===== config.mk =====
export PLATFORM = sky130hd
export DESIGN_NAME = instruction_fetch
export DESIGN_NICKNAME = d
export VERILOG_FILES = /design/src/rtl/fetch_pkg.sv /design/src/rtl/fetch_buffer.sv /design/src/rtl/instruction_fetch.sv
export SDC_FILE = /design/constraint.sdc
export NUM_CORES = 1
export LEC_CHECK = 0
export CAP_MARGIN = 20
export CORE_AREA = 2 2 123 125
export DETAILED_ROUTE_END_ITERATION = 16
export DIE_AREA = 0 0 125 127
export SYNTH_ARGS = -nofsm -noshare
export SYNTH_HDL_FRONTEND = slang
export SYNTH_SLANG_ARGS = --single-unit

===== constraint.sdc =====
create_clock -name clk -period 2.8 [get_ports clk]
set_clock_uncertainty 0.15 [all_clocks]
set_input_delay 0.28 -clock clk [delete_from_list [all_inputs] [get_ports clk]]
set_output_delay 0.28 -clock clk [all_outputs]
set_load 0.02 [all_outputs]

===== src/rtl/fetch_pkg.sv =====
// Shared widths, the fetch buffer entry type and the fetch sequencer view.
// The sequencer state is derived from buffer occupancy; it is never registered.
package fetch_pkg;

  localparam int unsigned ADDR_W = 16;
  localparam int unsigned DATA_W = 32;

  typedef struct packed {
    logic [DATA_W-1:0] instr;
    logic [ADDR_W-1:0] pc;
  } fetch_entry_t;

  typedef enum logic [1:0] {
    SEQ_IDLE,
    SEQ_FILL,
    SEQ_STREAM,
    SEQ_FULL
  } seq_state_t;

  // STREAM and FULL both mean buffered + in-flight already claims both slots.
  function automatic seq_state_t seq_state(input logic [1:0] count, input logic inflight);
    if (count == 2'd2)              return SEQ_FULL;
    if (count == 2'd1 && inflight)  return SEQ_STREAM;
    if (count == 2'd0 && !inflight) return SEQ_IDLE;
    return SEQ_FILL;
  endfunction

endpackage


===== src/rtl/fetch_buffer.sv =====
// Two-entry in-order buffer of fetched {instr, pc}; slot0 is always the head,
// so consumers see registers directly with no read-pointer mux.
module fetch_buffer
  import fetch_pkg::*;
(
  input  logic         clk,
  input  logic         rst_n,
  input  logic         push_i,
  input  fetch_entry_t push_entry_i,
  input  logic         pop_i,
  input  logic         flush_i,
  output logic [1:0]   count_o,
  output fetch_entry_t head_o
);

  logic [1:0]   count_q, count_d;
  fetch_entry_t slot0_q, slot0_d;
  fetch_entry_t slot1_q, slot1_d;

  always_comb begin
    // NOTE: every always_comb target gets a default first so no path infers a latch.
    count_d = count_q;
    slot0_d = slot0_q;
    slot1_d = slot1_q;
    if (flush_i) begin
      count_d = 2'd0;
    end else begin
      case ({push_i, pop_i})
        2'b10: begin
          if (count_q == 2'd0) slot0_d = push_entry_i;
          else                 slot1_d = push_entry_i;
          count_d = count_q + 2'd1;
        end
        2'b01: begin
          slot0_d = slot1_q;
          count_d = count_q - 2'd1;
        end
        2'b11: begin
          if (count_q == 2'd1) begin
            slot0_d = push_entry_i;
          end else begin
            slot0_d = slot1_q;
            slot1_d = push_entry_i;
          end
        end
        default: ;
      endcase
    end
  end

  always_ff @(posedge clk or negedge rst_n) begin
    if (!rst_n) begin
      // NOTE: the slots are reset too because they drive the consumer-facing outputs directly.
      count_q <= 2'd0;
      slot0_q <= '0;
      slot1_q <= '0;
    end else begin
      // NOTE: state updates use <= so every register samples pre-edge values.
      count_q <= count_d;
      slot0_q <= slot0_d;
      slot1_q <= slot1_d;
    end
  end

  assign count_o = count_q;
  assign head_o  = slot0_q;

endmodule


===== src/rtl/instruction_fetch.sv =====
// Fetch stage: owns the PC, issues ROM reads, tracks the one read in flight and
// hands {instr, pc} to decode through a 2-entry buffer with branch redirect.
module instruction_fetch #(
  parameter int unsigned       ADDR_W   = fetch_pkg::ADDR_W,
  parameter int unsigned       DATA_W   = fetch_pkg::DATA_W,
  parameter logic [ADDR_W-1:0] RESET_PC = '0
) (
  input  logic              clk,
  input  logic              rst,
  input  logic              en,
  input  logic              branch_valid,
  input  logic [ADDR_W-1:0] branch_target,
  output logic [ADDR_W-1:0] imem_addr,
  input  logic [DATA_W-1:0] imem_q,
  output logic              out_valid,
  input  logic              out_ready,
  output logic [DATA_W-1:0] out_instr,
  output logic [ADDR_W-1:0] out_pc
);

  logic [ADDR_W-1:0] pc_q, pc_d;
  logic              inflight_q, inflight_d;
  logic [ADDR_W-1:0] inflight_pc_q, inflight_pc_d;

  logic                   pop, push, issue;
  logic [1:0]             count;
  fetch_pkg::fetch_entry_t push_entry, head;
  fetch_pkg::seq_state_t   seq;

  always_comb begin
    pop              = out_valid & out_ready;
    push             = inflight_q & ~branch_valid;
    push_entry.instr = imem_q;
    push_entry.pc    = inflight_pc_q;
    seq              = fetch_pkg::seq_state(count, inflight_q);
    // Issue only if the new read is guaranteed a slot when it lands next cycle.
    issue = en & ~branch_valid &
            (pop | ~((seq == fetch_pkg::SEQ_STREAM) | (seq == fetch_pkg::SEQ_FULL)));

    pc_d          = pc_q;
    inflight_d    = 1'b0;
    inflight_pc_d = inflight_pc_q;
    if (branch_valid) begin
      pc_d = branch_target;
    end else if (issue) begin
      pc_d          = pc_q + ADDR_W'(1);
      inflight_d    = 1'b1;
      inflight_pc_d = pc_q;
    end
  end

  always_ff @(posedge clk or negedge rst) begin
    if (!rst) begin
      pc_q          <= RESET_PC;
      inflight_q    <= 1'b0;
      inflight_pc_q <= '0;
    end else begin
      pc_q          <= pc_d;
      inflight_q    <= inflight_d;
      inflight_pc_q <= inflight_pc_d;
    end
  end

  fetch_buffer u_buffer (
    .clk          (clk),
    .rst_n        (rst),
    .push_i       (push),
    .push_entry_i (push_entry),
    .pop_i        (pop),
    .flush_i      (branch_valid),
    .count_o      (count),
    .head_o       (head)
  );

  assign imem_addr = pc_q;
  assign out_valid = (count != 2'd0);
  assign out_instr = head.instr;
  assign out_pc    = head.pc;

endmodule


* Yosys cells after proc, flatten, opt, wreduce, memory -nomap -nowiden
Index checks and enable logic that the tools add are counted.
Storage, ports and cells: bits in registers 131, logic and storage cells 65, output and inout bits 65
Cells by class: bitwise logic cells 8, add/sub/neg operators 3, equality and inequality tests 10, muxes and demuxes 24, reductions and logical operators 12
Operator list (count):
- $mux 48 | 4
- $pmux 48 s3 | 1
- $pmux 48 s2 | 1
- $mux 16 | 2
- $add 16x1->16 const B | 1
- $mux 2 | 7
- $eq 2x2->1 const B | 5
- $mux 1 | 8
- $ne 2x2->1 const B | 3
- $reduce_bool 2->1 | 3
- $reduce_bool 3->1 | 2
- $and 1x1->1 | 4
- $eq 2x1->1 const B | 2
- $pmux 2 s2 | 1
- $reduce_and 4->1 | 1
- $reduce_and 3->1 | 1
- $add 2x1->2 const B | 1
- $logic_and 1x1->1 | 2
- $logic_not 2->1 | 1
- $not 1->1 | 2
- $or 1x1->1 | 2
- $reduce_and 2->1 | 1
- $sub 2x1->2 const B | 1
- $logic_not 1->1 | 1

* Depth between registers and ports, before layout
depth after elaboration 16, depth in mapped cells 9

* Hierarchy
Synthesis repeated with hierarchy kept, for this count alone.
Unflattened totals: cells, all modules 430, area, all modules 6048.3 um2
Modules (own cells, without submodules):
- fetch_buffer | area each 4398.0 um2, times used 1, cells an instance 276
- instruction_fetch | area each 1650.3 um2, times used 1, cells an instance 154

* Worst setup path before layout
Ideal clock, no wire load.
kind register -> register, start register u_buffer.count_q[0], in the netlist u_buffer.count_o[0], end register u_buffer.slot0_q, in the netlist u_buffer.head_o[10], slack 0.604 ns, data arrival time 1.909 ns, cell stages (with the launch flop) 9, period minus slack after synthesis 2.196 ns, library setup time 0.137 ns, cells stage by stage dfrtp_1 -> inv_1 -> ha_1 -> nand2b_1 -> buf_2 -> a21oi_1 -> clkbuf_1 -> buf_1 -> a21oi_1
Between the ends: cells in the longest elaborated chain, start to end 5
Ends and longest elaborated chain:
- start: declaration | RTL line fetch_buffer.sv:16 | logic [1:0] count_q, count_d;
- start signal: assignment | RTL line fetch_buffer.sv:59 | count_q <= count_d;
- $reduce_bool 2->1 | RTL line instruction_fetch.sv:76 | assign out_valid = (count != 2'd0);
- $and 1x1->1 | RTL line instruction_fetch.sv:31 | pop = out_valid & out_ready;
- $eq 2x2->1 or $eq 2x1->1 (tied branches) | RTL line fetch_buffer.sv:28 | case ({push_i, pop_i})
- $ne 2x2->1 (no source line) or $reduce_bool 3->1 (tied branches)
- $reduce_and 3->1 (no source line)
- end signal: assignment | RTL line fetch_buffer.sv:60 | slot0_q <= slot0_d;
- end: declaration | RTL line fetch_buffer.sv:17 | fetch_entry_t slot0_q, slot0_d;
Several ways; a longest one is shown, not always the timed one. A chain may end at the register's enable or synchronous reset.

* Worst setup path after layout
start register u_buffer.count_q[1], in the netlist u_buffer.count_o[1], end output out_valid
Between the ends: cells in the longest elaborated chain, start to end 1
Ends and longest elaborated chain:
- $reduce_bool 2->1 | RTL line instruction_fetch.sv:76
- end: declaration | RTL line instruction_fetch.sv:15 | output logic out_valid,
Every way passes these cells.

==> reports/summary.md <==
Final count of pins violating max slew: 0. In the post-synthesis netlist, the biggest area contributors are dfrtp_1 57%, mux2_2 13%, mux2i_1 8.8%. After clock tree synthesis, the setup repair step added 0 buffers.

The number of synthesized register bits came out at 131. Post-synth net total: 537. For the final routed database, the setup TNS stands at 0 ps.

The tools report the summed instance area of the synthesized netlist as 5720 um^2. The critical path is of the reg -> out type. Summed over all instances, the cell type with the most area after synthesis is dfrtp_1.

The quantity of I/O buffers inserted on ports is 117, and the die boundary width is 125 um. At the pin with the least slew margin, the transition time is 516 ps. Clock-pin slew was measured on the worst setup and hold paths at 50 ps. The run gives 1890 ps as the arrival time of data at the critical path endpoint.

Once the floorplan was initialized, standard cells occupied 39.6% of the core. The number of synthesized flops with an enable pin is 0. TritonCTS built the clock tree. The pre-antenna-repair detailed-routing pass consisted of 4 iterations. The floorplan has 44 rows.

For the DRC violations left, the log shows 0. Synthesis handed over a netlist of 479 instances. The logs give 17 for the number of buffers added by the clock tree synthesis step and 3.53 nW for the leakage power summed over all cells. The depth of the worst register-to-register path is 6, and the mean cell area of the mapped netlist is 11.9 um^2. The power share of the sequential group came out at 36.1%.

The root buffer cell chosen for the clock tree is clkbuf_16. Top-area cell type share of the netlist area: 57.3%. The net switching share of the total power is 32.0%, and the total of max-cap violations is 0. At the later pin of the worst-skew pair, clock insertion delay measures 410 ps. In this run the worst hold path is classified as in -> async. The height of the die works out to 127 um. The most used standard cell by instance count after synthesis was dfrtp_1. In this run, the number of DRC markers left after iteration 0 of detailed routing was 254.

The number of nets still failing antenna checks after routing is 0. The clock period could shrink to 2320 ps. For the maximum clock path buffer count, the log shows 2.

Category of the worst setup path capture point: an output port. For this run, asynchronously set or reset flops after synthesis account for 100%. The logs give 2.86 mW for the reported net switching power and 2370 ps for the required arrival time at the worst endpoint. The post-detailed-placement half-perimeter wirelength was 8.26 mm. The fraction of final layout cells with drive strength greater than 1 was 18.2%. In the synthesized netlist, the cells that appear most often are 131 x dfrtp_1, 64 x mux2_2, 57 x nor2_1. The flow ran to the end, and the final reports show no timing, DRC or antenna violations. After floorplanning, the core was sized to cover 14,400 um^2.

The total power per unit cell area came out at 1140 nW/um^2. The run gives 7810 um^2 as the cell area after layout. The via density per instance was 5.04; the layout-stage area growth over the synthesis result was 36.7%. The worst-case IR drop observed on VDD is 0.582 mV. The total chip power was 8.94 mW. Global routing used 16.6% of the available tracks. For the count of nets after finishing, the log shows 655.

Across all layers, the routed design uses 4,004 vias. Detailed-route wire length: 12.5 mm. The die covers 15,900 um^2. The worst slew slack as a fraction of its limit is 65.4%.

The clock tree synthesis step divided the H-tree into 4 levels. Overall overflow remaining after global route: 0. Dividing the detail-routed wire length by the instance count gives 15.8 um.

The maximum number of pins on one net before global-route repair is 97, and the number of placed I/O pins is 118. The share of total power dissipated in the clock network is 27.7%. 0 antenna diodes ended up in the layout.

The initial antenna violation count is 0, and the setup-violating endpoint count in the final report is 0. Setup repair after global routing left no endpoint under its margin. The count of unique library cells instantiated by Yosys was 31; the maximum net fanout on the critical path was 4. Maximum achievable frequency: 0.430 GHz.

The most used flip-flop cell after synthesis is dfrtp_1. After detailed placement, the total cell area comes to 7130 um^2. The internal portion of the total power is 6.08 mW. The worst setup path is launched from a flip-flop.

The run gives 36.2% as the share of total power in combinational logic. The first global-routing pass estimated 21.0 mm of wire. The synthesis warning total is 0, and the clock net sink count is 131. In the finished design, the share of the clock period the worst path needs comes to 83.0%. The hold violation count in the final report is 0, and the portion of the post-synthesis area used by sequential elements is 57.3%.

The number of global-route vias before repair came out at 4,154. The congestion estimate from routability-driven global placement came to 0.879. For the utilization after layout, the log shows 54.2%.
-- final cells by class --
type	count	area [um^2]
fill	1278	6610
sequential	131	3280
multi-input combinational	311	2300
timing repair buffer	127	1300
clock buffer	23	498
tap	184	230
clock inverter	9	173
inverter	9	33.8
-- worst paths after layout --
path,end,slack [ps],from
max reg2reg,imem_addr[15]$_DFFE_PN0P_,490,u_buffer.count_o[1]$_DFFE_PN0P_
min,u_buffer.head_o[44]$_DFFE_PN0P_,240,rst
max in group asynchronous,u_buffer.head_o[13]$_DFFE_PN0P_,1350,rst
max,out_valid,480,u_buffer.count_o[1]$_DFFE_PN0P_
min reg2reg,u_buffer.slot1_q[34]$_DFFE_PN0P_,350,u_buffer.slot1_q[34]$_DFFE_PN0P_
min in group clk,imem_addr[2]$_DFFE_PN0P_,280,branch_target[2]
-- registers in the layout, indices dropped and copies added (netlist names) --
signal            flops
u_buffer.head_o      48
u_buffer.slot1_q     48
imem_addr            16
inflight_pc_q        16
u_buffer.count_o      2
inflight_q            1
-- cells in the final DEF, fill, tap and decap left out, types with 3 or more instances in the layout --
cell / n
o21ai_0: 10
buf_12: 4
clkdlybuf4s50_1: 116
clkbuf_8: 5
a21oi_1: 49
a31oi_1: 7
nor2_1: 57
clkinv_2: 3
nand2_1: 15
xor2_1: 3
mux2_2: 64
inv_1: 9
mux2i_1: 50
ha_1: 5
clkbuf_16: 17
dfrtp_1: 131
a211oi_1: 3
or4_1: 7
buf_4: 5
xnor2_1: 6
o31ai_1: 5
bufinv_16: 5
nand3_1: 4
o211ai_1: 4
a21o_1: 3
-- critical path: stages, from the launching register on --
cell and delay [ps]:
dfrtp_1 410, inv_1 100, ha_1 240, inv_1 120
clkdlybuf4s50_1 620
-- timing repair --
action / CTS / global route
hold buffers: 1 / 0
gates resized for setup: 0 / 0
endpoints found under the hold margin: 47 / 0
endpoints found under the setup margin: 0 / 0
-- layer usage --
| metal | vias to the layer above | share of wire [%] | track usage (%) |
|---|---|---|---|
| li1 | 1925 | - | - |
| met1 | 1946 | 48 | 23.4 |
| met2 | 118 | 44 | 24.3 |
| met3 | 15 | 6.0 | 5.70 |
| met4 | 0 | 1.2 | 5.10 |
| met5 | - | 0 | 0 |
-- power groups by stage --
stage	clock [mW]	combinational (mW)	sequential (mW)
floorplan	0	1.58	3.60
global placement	0	3.22	3.22
detailed placement	0	3.28	3.27
CTS	2.53	3.29	3.24
global route	2.62	3.52	3.35
finish	2.48	3.24	3.23
-- metrics by stage --
stage / setup slack [ps] / hold slack, ps / std cells
finish: 477 / 236 / 794
global route: 319 / 275 / 794
CTS: 465 / 237 / 794
detailed placement: 506 / 103 / 761
global placement: 542 / 99.9 / 761
floorplan: 604 / -166 / 479
-- logic make-up after synthesis --
group | after synthesis | share of synthesized area, %
buffers and inverters | 37 | 2.74
AOI/OAI and AO/OA | 87 | 8.60
adders and majority gates | 5 | 1.09
muxes | 114 | 21.4
DFF | 131 | 57.3
and+or+nand+nor | 96 | 7.49
xor gates and xnor gates | 9 | 1.38
No activity file was read; power rests on OpenSTA's default activity.
